$ cat config.mk
export PLATFORM = sky130hd
export DESIGN_NAME = seq_canonical_form
export DESIGN_NICKNAME = d
export VERILOG_FILES = /design/src/rtl/seq_canonical_form.sv
export SDC_FILE = /design/constraint.sdc
export NUM_CORES = 1
export LEC_CHECK = 0
export BUFFER_PORTS_ARGS = -buffer_cell sky130_fd_sc_hd__buf_2
export CAP_MARGIN = 20
export CORE_AREA = 2 2 62 64
export DETAILED_ROUTE_END_ITERATION = 8
export DIE_AREA = 0 0 64 66
export PLACE_DENSITY_LB_ADDON = 0.25
export SETUP_SLACK_MARGIN = 0.02
export SYNTH_ARGS = -nofsm -noshare
export SYNTH_HDL_FRONTEND = slang
export SYNTH_SLANG_ARGS = --single-unit
$ cat constraint.sdc
create_clock -name clk -period 2.6 [get_ports clk]
set_input_delay 0.52 -clock clk [delete_from_list [all_inputs] [get_ports clk]]
set_output_delay 0.52 -clock clk [all_outputs]
set_load 0.05 [all_outputs]
$ cat src/rtl/seq_canonical_form.sv
// seq_canonical_form: programmable sequential canonical-form stochastic network; define SEQ_CANONICAL_FORM_BITREV_EN for bit-reversed constant order
module seq_canonical_form #(
   parameter int NUM_CONSTS  = 2,
   parameter int NUM_VARS    = 1,
   parameter int NUM_OUTPUTS = 1,
   parameter int LEN_W       = 8
) (
   input  logic                                          clk,
   input  logic                                          rst,
   input  logic                                          cfg_we,
   input  logic [$clog2(NUM_OUTPUTS*(2**NUM_VARS))-1:0]  cfg_addr,
   input  logic [NUM_CONSTS:0]                           cfg_wdata,
   input  logic                                          start,
   input  logic [LEN_W-1:0]                              stream_len,
   input  logic [NUM_VARS-1:0]                           var_inputs,
   input  logic                                          var_valid,
   output logic                                          var_ready,
   output logic [NUM_OUTPUTS-1:0]                        outputs,
   output logic                                          out_valid,
   output logic [NUM_OUTPUTS*LEN_W-1:0]                  counts,
   output logic                                          busy,
   output logic                                          done
);
   localparam int NV = 2**NUM_VARS;
   localparam int AW = $clog2(NUM_OUTPUTS*NV);
   localparam logic [NUM_CONSTS:0] WMAX = (NUM_CONSTS+1)'(2**NUM_CONSTS);
   typedef enum logic [1:0] {IDLE, RUN, DONE} state_t;
   state_t state, state_nx;
   logic [NUM_CONSTS-1:0] sweep, c;
   logic [LEN_W-1:0] len, beats;
   logic [NUM_OUTPUTS-1:0] obits;
   logic [NUM_CONSTS:0] wclamp;
   logic accept, last, launch;
   assign var_ready = state == RUN;
   assign busy = state != IDLE;
   assign done = state == DONE;
   assign accept = var_ready & var_valid;
   assign last = beats == len - LEN_W'(1);
   assign launch = state == IDLE && start;
   assign wclamp = cfg_wdata > WMAX ? WMAX : cfg_wdata;
`ifdef SEQ_CANONICAL_FORM_BITREV_EN
   for (genvar i = 0; i < NUM_CONSTS; i++) begin : g_rev
      assign c[i] = sweep[NUM_CONSTS-1-i];
   end
`else
   assign c = sweep;
`endif
   always_comb begin
      state_nx = state == IDLE ? (start ? (stream_len == '0 ? DONE : RUN) : IDLE) :
                 state == RUN  ? (accept && last ? DONE : RUN) : IDLE;
   end
   always_ff @(posedge clk or posedge rst) begin
      if (rst) begin
         state     <= IDLE;
         sweep     <= '0;
         len       <= '0;
         beats     <= '0;
         outputs   <= '0;
         out_valid <= 1'b0;
      end else begin
         state     <= state_nx;
         out_valid <= accept;
         if (launch) begin
            len   <= stream_len;
            beats <= '0;
            sweep <= '0;
         end
         if (accept) begin
            outputs <= obits;
            beats   <= beats + LEN_W'(1);
            sweep   <= sweep + NUM_CONSTS'(1);
         end
      end
   end
   for (genvar k = 0; k < NUM_OUTPUTS; k++) begin : g_out
      logic [NUM_CONSTS:0] row [NV];
      logic [LEN_W-1:0] cnt;
      assign obits[k] = {1'b0, c} < row[var_inputs];
      assign counts[k*LEN_W +: LEN_W] = cnt;
      always_ff @(posedge clk or posedge rst) begin
         if (rst) cnt <= '0;
         else if (launch) cnt <= '0;
         else if (accept) cnt <= cnt + LEN_W'(obits[k]);
      end
      for (genvar v = 0; v < NV; v++) begin : g_w
         logic [NUM_CONSTS:0] wq;
         assign row[v] = wq;
         always_ff @(posedge clk or posedge rst) begin
            if (rst) wq <= '0;
            else if (state == IDLE && cfg_we && cfg_addr == AW'(k*NV+v)) wq <= wclamp;
         end
      end
   end
endmodule

=== After elaboration in Yosys (flattened, before gate mapping) ===
Cells that the tools add are included.

* Register bits: 36
* Input bits: 18
* Logic and storage cells: 46

* Add/subtract/negate cells: 4
* Magnitude comparators: 3
* Eq/ne operators: 3
* Multiplexer cells: 15
* Bitwise operators: 3
* Reductions and logical operators: 9

{| class="wikitable"
|+ Operators with widths
! kind !! count
|-
| $mux 8 || 4
|-
| $mux 2 || 7
|-
| $mux 3 || 4
|-
| $add 8x1->8 || 1
|-
| $add 8x1->8 const B || 1
|-
| $eq 8x8->1 || 1
|-
| $logic_not 8->1 || 1
|-
| $sub 8x1->8 const B || 1
|-
| $logic_and 1x1->1 || 5
|-
| $reduce_bool 2->1 || 2
|-
| $gt 3x3->1 const B || 1
|-
| $lt 2x3->1 || 1
|-
| $add 2x1->2 const B || 1
|-
| $eq 2x1->1 const B || 1
|-
| $eq 2x2->1 const B || 1
|-
| $ge 2x2->1 const B || 1
|-
| $logic_not 2->1 || 1
|-
| $not 1->2 || 1
|-
| $and 1x1->1 || 1
|-
| $not 1->1 || 1
|}

=== Longest topological paths before layout ===
Gate-level depths: netlist of the first run.

* Depth in word-level cells: 8
* Gate-level depth with buffers: 11
* Mapped depth without buffers: 11

=== Worst setup path before layout of the first run ===
OpenSTA, ideal clock, no wires.

* Kind: input port to flip-flop
* Start: input var_inputs
* End: register g_out[0].cnt[5] (netlist: counts[5])
* Data arrival time: 1.957 ns
* Setup slack: 0.511 ns
* Stages on the path: 11
* Buffers on the path: 0
* Path through: mux2i_1 > ha_1 > o21ai_0 > inv_1 > o21ai_0 > ha_1 > nand3_1 > nor2_1 > nand3_1 > xor2_1 > nor2_1

* Cells in the longest elaborated chain, start to end: 8

{| class="wikitable"
|+ RTL lines
! what !! line !! source
|-
| start: declaration || 15 || <nowiki>input logic [NUM_VARS-1:0] var_inputs,</nowiki>
|-
| $not 1->2 (implied by the code) || 78 || <nowiki>assign obits[k] = {1'b0, c} < row[var_inputs];</nowiki>
|-
| $mux 3 (implied by the code) (3 in series) || 78 ||
|-
| $lt 2x3->1 || 78 ||
|-
| via obits || 31 || <nowiki>logic [NUM_OUTPUTS-1:0] obits;</nowiki>
|-
| $add 8x1->8 || 83 || <nowiki>else if (accept) cnt <= cnt + LEN_W'(obits[k]);</nowiki>
|-
| $mux 8 || 83 ||
|-
| $mux 8 || 82 || <nowiki>else if (launch) cnt <= '0;</nowiki>
|-
| end signal: assignment || 83 ||
|-
| end: declaration || 77 || <nowiki>logic [LEN_W-1:0] cnt;</nowiki>
|}

The timed path passes the listed nets, and every way through them passes these cells. The select of a mux whose other input is x is not followed.
A chain may end at the register's enable or synchronous reset.

=== Final worst setup path of the first run ===
* Start: register g_out[0].g_w[1].wq[1]
* End: register g_out[0].cnt[7] (netlist: counts[7])

* Cells in the longest elaborated chain, start to end: 7

{| class="wikitable"
|+ RTL lines
! what !! line !! source
|-
| start: declaration || 86 || <nowiki>logic [NUM_CONSTS:0] wq;</nowiki>
|-
| start signal: assignment || 90 || <nowiki>else if (state == IDLE && cfg_we && cfg_addr == AW'(k*NV+v)) wq <= wclamp;</nowiki>
|-
| $mux 3 (implied by the code) (3 in series) || 78 ||
|-
| $lt 2x3->1 || 78 ||
|-
| via obits || 31 ||
|-
| $add 8x1->8 || 83 ||
|-
| $mux 8 || 83 ||
|-
| $mux 8 || 82 ||
|}

The timed path passes the listed nets, and every way through them passes these cells. The select of a mux whose other input is x is not followed.

==> flow_summary_export.csv, run 1 <==
group,metric,value,unit
outcome,outcome,"completed",
logic_synthesis,synth_compound_area_share,9.62,%
place,io_buffer_count,30,
routing,drt-initial-drc-count,48,
timing,slew_headroom,64.3,%
pwr,pwr-share-comb,42.0,%
logic_synthesis,syn-cell-area,1860,µm²
critical_path,critPathArrivalTime,2.26,ns
timing,skew,0.0105,ns
critical_path,max_stage_delay,0.40,ns
critical_path,slowest_stage,"dfrtp_1",
routing,drc,0,
critical_path,reg2reg_from,"g_out[0].g_w[1].wq[1]",
grt,use_met3,5.11,%
cts,holdBufCountCts,0,
logic_synthesis,synth_fa_ha_area_share,3.36,%
grt,grt_first_pass_wirelength,5.64,mm
routing,vias_per_cell,5.14,
critical_path,path_class,"flip-flop to flip-flop",
logic_synthesis,synthMuxAreaShare,6.93,%
grt,antenna_found_initial,0,
logic_synthesis,synth_cell_type_count,37,
timing,period_minus_slack,2.02,ns
grt,grt_overflow,0,
logic_synthesis,synthTopCellsByArea,"dfrtp_1 (48%), nand2_1 (6.7%), xor2_1 (5.2%), mux2_2 (4.2%), o21ai_0 (3.8%)",
layout,final_nets,246,
cts,post_cts_resized,0,
logic_synthesis,synthTopCellsByCount,"dfrtp_1 (36), nand2_1 (33), nor2_1 (17)",
logic_synthesis,synth_top_area_share,48.4,%
cts,root_buffer,"clkbuf_4",
timing,drv_slew,0,
cts,clk_pin_slew_worst_paths,0.11,ns
critical_path,crit_chain,"mux2i_1 -> ha_1 -> o21ai_0 -> inv_1 -> o21ai_0 -> ha_1 -> nand3_1 -> nor2_1 -> nand3_1 -> xor2_1 -> nor2_1",
logic_synthesis,async_reset_ff_share,100,%
timing,fin_setup_tns,0,ns
logic_synthesis,synth.most_common_cell,"dfrtp_1",
logic_synthesis,synth_edf_count,0,
logic_synthesis,synth_xor_area_share,8.00,%
pwr,p_leak,1.05,nW
cts,numCtsBuffers,5,
min_path,hold_class,"primary input to asynchronous set/reset pin",
layout,fillCellCount,313,
cts,clk_latency,0.34,ns
pwr,power-per-cell-area,1020,nW/µm²
floorplan,io_pins,31,
cts,cts_tree,"built",
floorplan,dieHeight,66,µm
timing,finalCritPeriodShare,77.9,%
grt,grt_pass1_vias,1252,
grt,grt.total_usage,17.5,%
logic_synthesis,yosys_warnings,0,
timing,worstMarginPinSlew,0.531,ns
logic_synthesis,synth_top_family_by_area,"simple AND/OR/NAND/NOR gates",
floorplan,core_area,3550,µm²
layout,instances_no_fill,272,
logic_synthesis,ys_ff_latch,36,
grt,met2_usage,28.3,%
pwr,clkPwrFrac,14.4,%
critical_path,cp_max_fo,3,
critical_path,cp.required,2.84,ns
routing,wl_per_cell,12.6,µm
critical_path,crit_start,"g_out[0].g_w[1].wq[1]",
place,globalplace.congestion,0.757,
critical_path,cp-end-kind,"flip-flop",
layout,diodes,0,
pwr,p_int,1.25,mW
routing,wl,3.43,mm
timing,setup_viol,0,
pwr,irDropWorstVdd,545,µV
logic_synthesis,synthesis.instances,189,
floorplan,die-area,4220,µm²
cts,cts_buffer_depth,2,
pwr,seqPwrFrac,43.6,%
pwr,power.switching,0.907,mW
timing,finalHoldViolCount,0,
cts,htree_levels,2,
routing,ant_nets,0,
cts,cts_sinks,36,
layout,synthToLayoutAreaGrowth,13.9,%
logic_synthesis,yosys.area.top_type,"dfrtp_1",
logic_synthesis,avgSynthCellArea,9.84,µm²
timing,fmax,494,MHz
grt,met1_usage,22.2,%
routing,firstDrtPassIters,4,
critical_path,start_kind,"flip-flop",
floorplan,dieWidth,64,µm
floorplan,rows,22,
logic_synthesis,synth_flop_cell,"dfrtp_1",
place,hpwl,2.57,mm
logic_synthesis,synth_nets,212,
pwr,swShare,42.0,%
grt,grt_max_degree,37,
cts,post_cts_buffers,0,
grt,top_usage_layer,"met2",
timing,rsz0062_at_grt,"false",
routing,vias,1398,
flow_run,cap_violations,0,
logic_synthesis,ys_seq_area_share,48.4,%
logic_synthesis,synth-simple-area-share,20.4,%
place,placed_cells,264,
timing,hold-worst-slack,0.265,ns
layout,drive_gt1_share,22.3,%
floorplan,initial_core_util,52.4,%
worst max-delay path, delay by kind of cell, from the launching register on:
kind,cells,cell delay (ns)
AND/OR/NAND/NOR,4,0.45
XOR/XNOR,1,0.14
buffers and inverters,1,0.05
AO/OA/AOI/OAI,2,0.30
multiplexers,1,0.14
adder cells (fa/ha/maj),2,0.47
flip-flops,1,0.40
sequential cells by signal, indices dropped and copies added (netlist names):
signal and flops:
beats 8, g_out.g_w.wq 6, counts 8, outputs 1, state 2, c 2, len 8, out_valid 1
stage by stage:
| stage | utilization (%) | area [µm²] | total power [mW] | setup slack, ns |
|---|---|---|---|---|
| finish | 59.7 | 2120 | 2.16 | 0.576 |
| global route | 59.7 | 2120 | 2.32 | 0.348 |
| CTS | 59.7 | 2120 | 2.18 | 0.562 |
| detailed placement | 58.0 | 2060 | 1.86 | 0.232 |
| global placement | 58.0 | 2060 | 1.84 | 0.278 |
| floorplan | - | 1860 | 1.67 | 0.511 |
cell families after synthesis:
group / count (synthesis)
compound gates: 25
xor+xnor: 17
fa+ha+maj: 5
buf+inv: 13
flops: 36
mux: 12
simple gates: 81
metal layers:
| layer | vias up | wire length (µm) |
|---|---|---|
| li1 | 717 | - |
| met1 | 649 | 1640 |
| met2 | 26 | 1600 |
| met3 | 6 | 133 |
| met4 | 0 | 55 |
| met5 | - | 0 |
placed cells by master (no fill, tap or decap), types with 2 or more instances in the layout:
master | netlist | routed
nand4_1 | 6 | 6
nand3b_1 | 2 | 2
buf_4 | 0 | 3
inv_1 | 7 | 7
clkbuf_1 | 1 | 2
nor3_1 | 2 | 2
dfrtp_1 | 36 | 36
nand2_1 | 33 | 33
buf_2 | 2 | 30
and3_1 | 3 | 3
nand3_1 | 7 | 7
mux2_2 | 7 | 7
xnor2_1 | 6 | 6
ha_1 | 5 | 5
xor2_1 | 11 | 11
mux2i_1 | 5 | 5
nor2b_1 | 3 | 3
nor4_1 | 2 | 2
a22o_1 | 3 | 3
nor2_1 | 17 | 17
o21ai_0 | 14 | 14
clkbuf_4 | 0 | 5
power by group through the flow:
stage	Combinational [mW]	Sequential, mW	Clock (mW)
floorplan	0.629	1.04	0
detailed placement	0.910	0.954	0
CTS	0.915	0.942	0.325
global route	0.994	0.977	0.350
finish	0.908	0.942	0.312
global placement	0.895	0.950	0
cell type report:
cell class / instances / area, µm² / share of cell area (%)
clock buffer: 8 / 58.8 / 2.78
inverter: 7 / 26.3 / 1.24
multi-input combinational: 140 / 900 / 42.5
sequential: 36 / 901 / 42.5
tap: 48 / 60.1 / 2.84
timing repair buffer: 33 / 173 / 8.15
path summary, 6_finish.rpt:
| path | to | slack, ns | depth (start not counted) |
|---|---|---|---|
| max in group asynchronous | state[0] | 2.02 | 3 |
| hold reg to reg | c[1] | 0.50 | 1 |
| setup reg to reg | counts[7] | 0.58 | 11 |
| setup / recovery | counts[7] | 0.58 | 11 |
| hold / removal | len[2] | 0.26 | 3 |
| min in group clk | len[5] | 0.38 | 3 |
(Power assumes the default switching activity.)
==> run 2: changes to the inputs <==
--- a/config.mk
+++ b/config.mk
@@ -5,11 +5,12 @@
 export SDC_FILE = /design/constraint.sdc
 export NUM_CORES = 1
 export LEC_CHECK = 0
+export ABC_AREA = 1
 export BUFFER_PORTS_ARGS = -buffer_cell sky130_fd_sc_hd__buf_2
 export CAP_MARGIN = 20
-export CORE_AREA = 2 2 62 64
+export CORE_AREA = 2 2 66 68
 export DETAILED_ROUTE_END_ITERATION = 8
-export DIE_AREA = 0 0 64 66
+export DIE_AREA = 0 0 68 70
 export PLACE_DENSITY_LB_ADDON = 0.25
 export SETUP_SLACK_MARGIN = 0.02
 export SYNTH_ARGS = -nofsm -noshare
==> constraint.sdc (replaced) <==
create_clock -name clk -period 1.81 [get_ports clk]
set_input_delay 0.362 -clock clk [delete_from_list [all_inputs] [get_ports clk]]
set_output_delay 0.362 -clock clk [all_outputs]
set_load 0.05 [all_outputs]
==> run 2 against run 1 <==
Net effect: the flow now finishes with violations (negative setup slack); final area up 15%; synthesized cell count grew 35%; clock power is 130% higher; register-to-register slack worse by 0.80 ns; flip-flop and latch count did not move; setup slack got worse by 0.80 ns; worst hold slack got worse by 0.11 ns; core utilization shrank 1.1 points; sequential share of layout area shrank 5.4 points; largest cell class is now multi-input combinational cells; largest power group is now combinational cells.
==> flow_summary_export.csv, run 2 <==
group,metric,value,unit
grt,antenna_found_initial,0,
grt,grt_overflow,0,
timing,worstMarginPinSlew,0.453,ns
logic_synthesis,synthesis.instances,256,
timing,fin_ws,-0.222,ns
place,place_area,2230,µm²
cts,root_buffer,"clkbuf_8",
outcome,violations,"negative setup slack",
cts,cts_sinks,36,
timing,period_minus_slack,2.03,ns
timing,drv_slew,0,
routing,wl_per_cell,12.1,µm
logic_synthesis,ys_seq_area_share,46.2,%
critical_path,path_class,"flip-flop to flip-flop",
cts,htree_levels,2,
routing,vias_per_cell,4.92,
logic_synthesis,ys_ff_latch,36,
timing,finalHoldViolCount,0,
place,placed_cells,344,
routing,wl,4.32,mm
min_path,hold_class,"primary input to asynchronous set/reset pin",
pwr,p_leak,1.30,nW
critical_path,start_kind,"flip-flop",
cts,clk_pin_slew_worst_paths,0.08,ns
floorplan,io_pins,31,
timing,finalCritPeriodShare,112,%
logic_synthesis,synth_top_area_share,46.2,%
critical_path,cp.required,2.00,ns
pwr,irDropWorstVdd,910,µV
logic_synthesis,synth_edf_count,0,
floorplan,core_area,4140,µm²
logic_synthesis,synth_nets,279,
floorplan,dieWidth,68,µm
place,io_buffer_count,30,
logic_synthesis,avgSynthCellArea,7.62,µm²
grt,grt_first_pass_wirelength,7.32,mm
critical_path,cp-end-kind,"flip-flop",
routing,drt-initial-drc-count,91,
cts,numCtsBuffers,5,
logic_synthesis,yosys_warnings,0,
critical_path,cp_max_fo,3,
critical_path,rrSetupSlack,-0.22,ns
outcome,outcome,"complete, but fails checks",
timing,setup_viol,6,
layout,fin_area,2430,µm²
timing,skew,0.0104,ns
floorplan,rows,24,
logic_synthesis,synthTopCellsByArea,"dfrtp_1 (46%), nand2_1 (13%), o21ai_0 (7.4%), inv_1 (7.3%), nor2_1 (5.2%)",
place,hpwl,3.07,mm
layout,final_nets,327,
place,detailedPlace.worstSlack,-0.371,ns
layout,synthToLayoutAreaGrowth,24.4,%
routing,ant_nets,0,
grt,grt_pass1_vias,1726,
floorplan,dieHeight,70,µm
logic_synthesis,yosys.area.top_type,"dfrtp_1",
logic_synthesis,synth_cell_type_count,26,
grt,grt.total_usage,20.4,%
floorplan,initial_core_util,47.1,%
critical_path,timing.rr.end,"counts[7]",
cts,cts_buffer_depth,2,
logic_synthesis,synth_flop_cell,"dfrtp_1",
pwr,power-per-cell-area,1630,nW/µm²
timing,fin_setup_tns,-0.943,ns
cts,holdBufCountCts,0,
floorplan,die-area,4760,µm²
layout,drive_gt1_share,22.3,%
layout,diodes,0,
critical_path,critPathArrivalTime,2.23,ns
critical_path,reg2reg_depth,14,
flow_run,cap_violations,0,
logic_synthesis,async_reset_ff_share,100,%
place,globalplace.congestion,0.760,
cts,clk_latency,0.30,ns
pwr,total_power,3.97,mW
grt,grt_max_degree,37,
critical_path,reg2reg_from,"g_out[0].g_w[1].wq[1]",
timing,fmax,492,MHz
timing,slew_headroom,69.8,%
timing,rsz0062_at_grt,"true",
layout,instances_no_fill,357,
logic_synthesis,syn-cell-area,1950,µm²
routing,firstDrtPassIters,4,
cts,cts_tree,"built",
layout,final_cell_mix,"nand2_1 (69), inv_1 (36), dfrtp_1 (36)",
logic_synthesis,synth.most_common_cell,"nand2_1",
routing,vias,1757,
routing,drc,0,
logic_synthesis,synthTopCellsByCount,"nand2_1 (70), inv_1 (38), dfrtp_1 (36)",
layout,layout_commonest_cell,"nand2_1",
run 2: changes by cell type in the layout (fill, tap and decap cells not counted), sizes merged, moves of 7 or more:
cell   before  now
xor2       11    3
nor2       17   29
mux2        7    0
buf        33   44
o21ai      14   30
nand2      33   71
inv         7   39
nand3       7   19
run 2: per-stage QoR:
| step | hold slack [ns] | utilization [%] |
|---|---|---|
| detailed placement | 0.479 | 53.9 |
| floorplan | 0.444 | - |
| global placement | 0.464 | 53.9 |
| CTS | 0.171 | 57.3 |
| global route | 0.220 | 58.6 |
| finish | 0.155 | 58.6 |
run 2: layout make-up:
type / instances / area (µm²)
Multi-Input combinational cell: 178 / 946
Timing Repair Buffer: 44 / 259
Tap cell: 52 / 65.1
Inverter: 39 / 149
Clock buffer: 6 / 72.6
Sequential cell: 36 / 901
Clock inverter: 2 / 35.0
Fill cell: 394 / 1720
run 2: how the worst max path moves through the flow:
stage                endpoint  slack, ns  cells past startpoint                   from
global placement    counts[7]      -0.31                     14             var_inputs
finish              counts[7]      -0.22                     14  g_out[0].g_w[1].wq[1]
global route        counts[7]      -0.41                     12  g_out[0].g_w[0].wq[1]
detailed placement  counts[7]      -0.37                     14             var_inputs
floorplan           counts[7]      -0.18                     14  g_out[0].g_w[1].wq[1]
CTS                 counts[6]      -0.21                     14  g_out[0].g_w[1].wq[1]
run 2: per-layer routing:
layer	share of wire (%)	wire length, µm	global-route usage, %
met3	3.6	156	4.35
met1	44	1890	25.6
met5	0	0	0
met2	51	2190	33.3
met4	1.9	82	8.67
run 2: critical path: stages (launching register included):
cell and delay (ns):
dfrtp_1 0.37, inv_2 0.05, nand2_1 0.04, o21ai_1 0.07
ha_1 0.23, and2_1 0.16, o22ai_2 0.15, ha_4 0.19
nand3_2 0.10, nor2_4 0.13, nand2_4 0.07, nor3_4 0.18
nand3_1 0.09, nand2_1 0.07, nor2_1 0.04
run 2: repair_timing:
action	4_1_cts	5_1_grt
buffers inserted	2	4
resized for setup	5	8
endpoints found under the setup margin	6	8
pin swaps	3	5
hold endpoints to repair	0	0
run 2: cells by family after synthesis:
kind of cell | after synthesis | share of synthesized area [%]
buf+inv | 42 | 8.40
simple gates | 128 | 29.0
flops | 36 | 46.2
compound gates | 41 | 11.4
fa+ha+maj | 5 | 3.21
xor+xnor | 4 | 1.80
run 2: power breakdown:
part / internal, mW / switching (mW)
Clock: 0.409 / 0.299
Combinational: 0.692 / 1.18
Sequential: 1.11 / 0.276
Total: 2.21 / 1.76
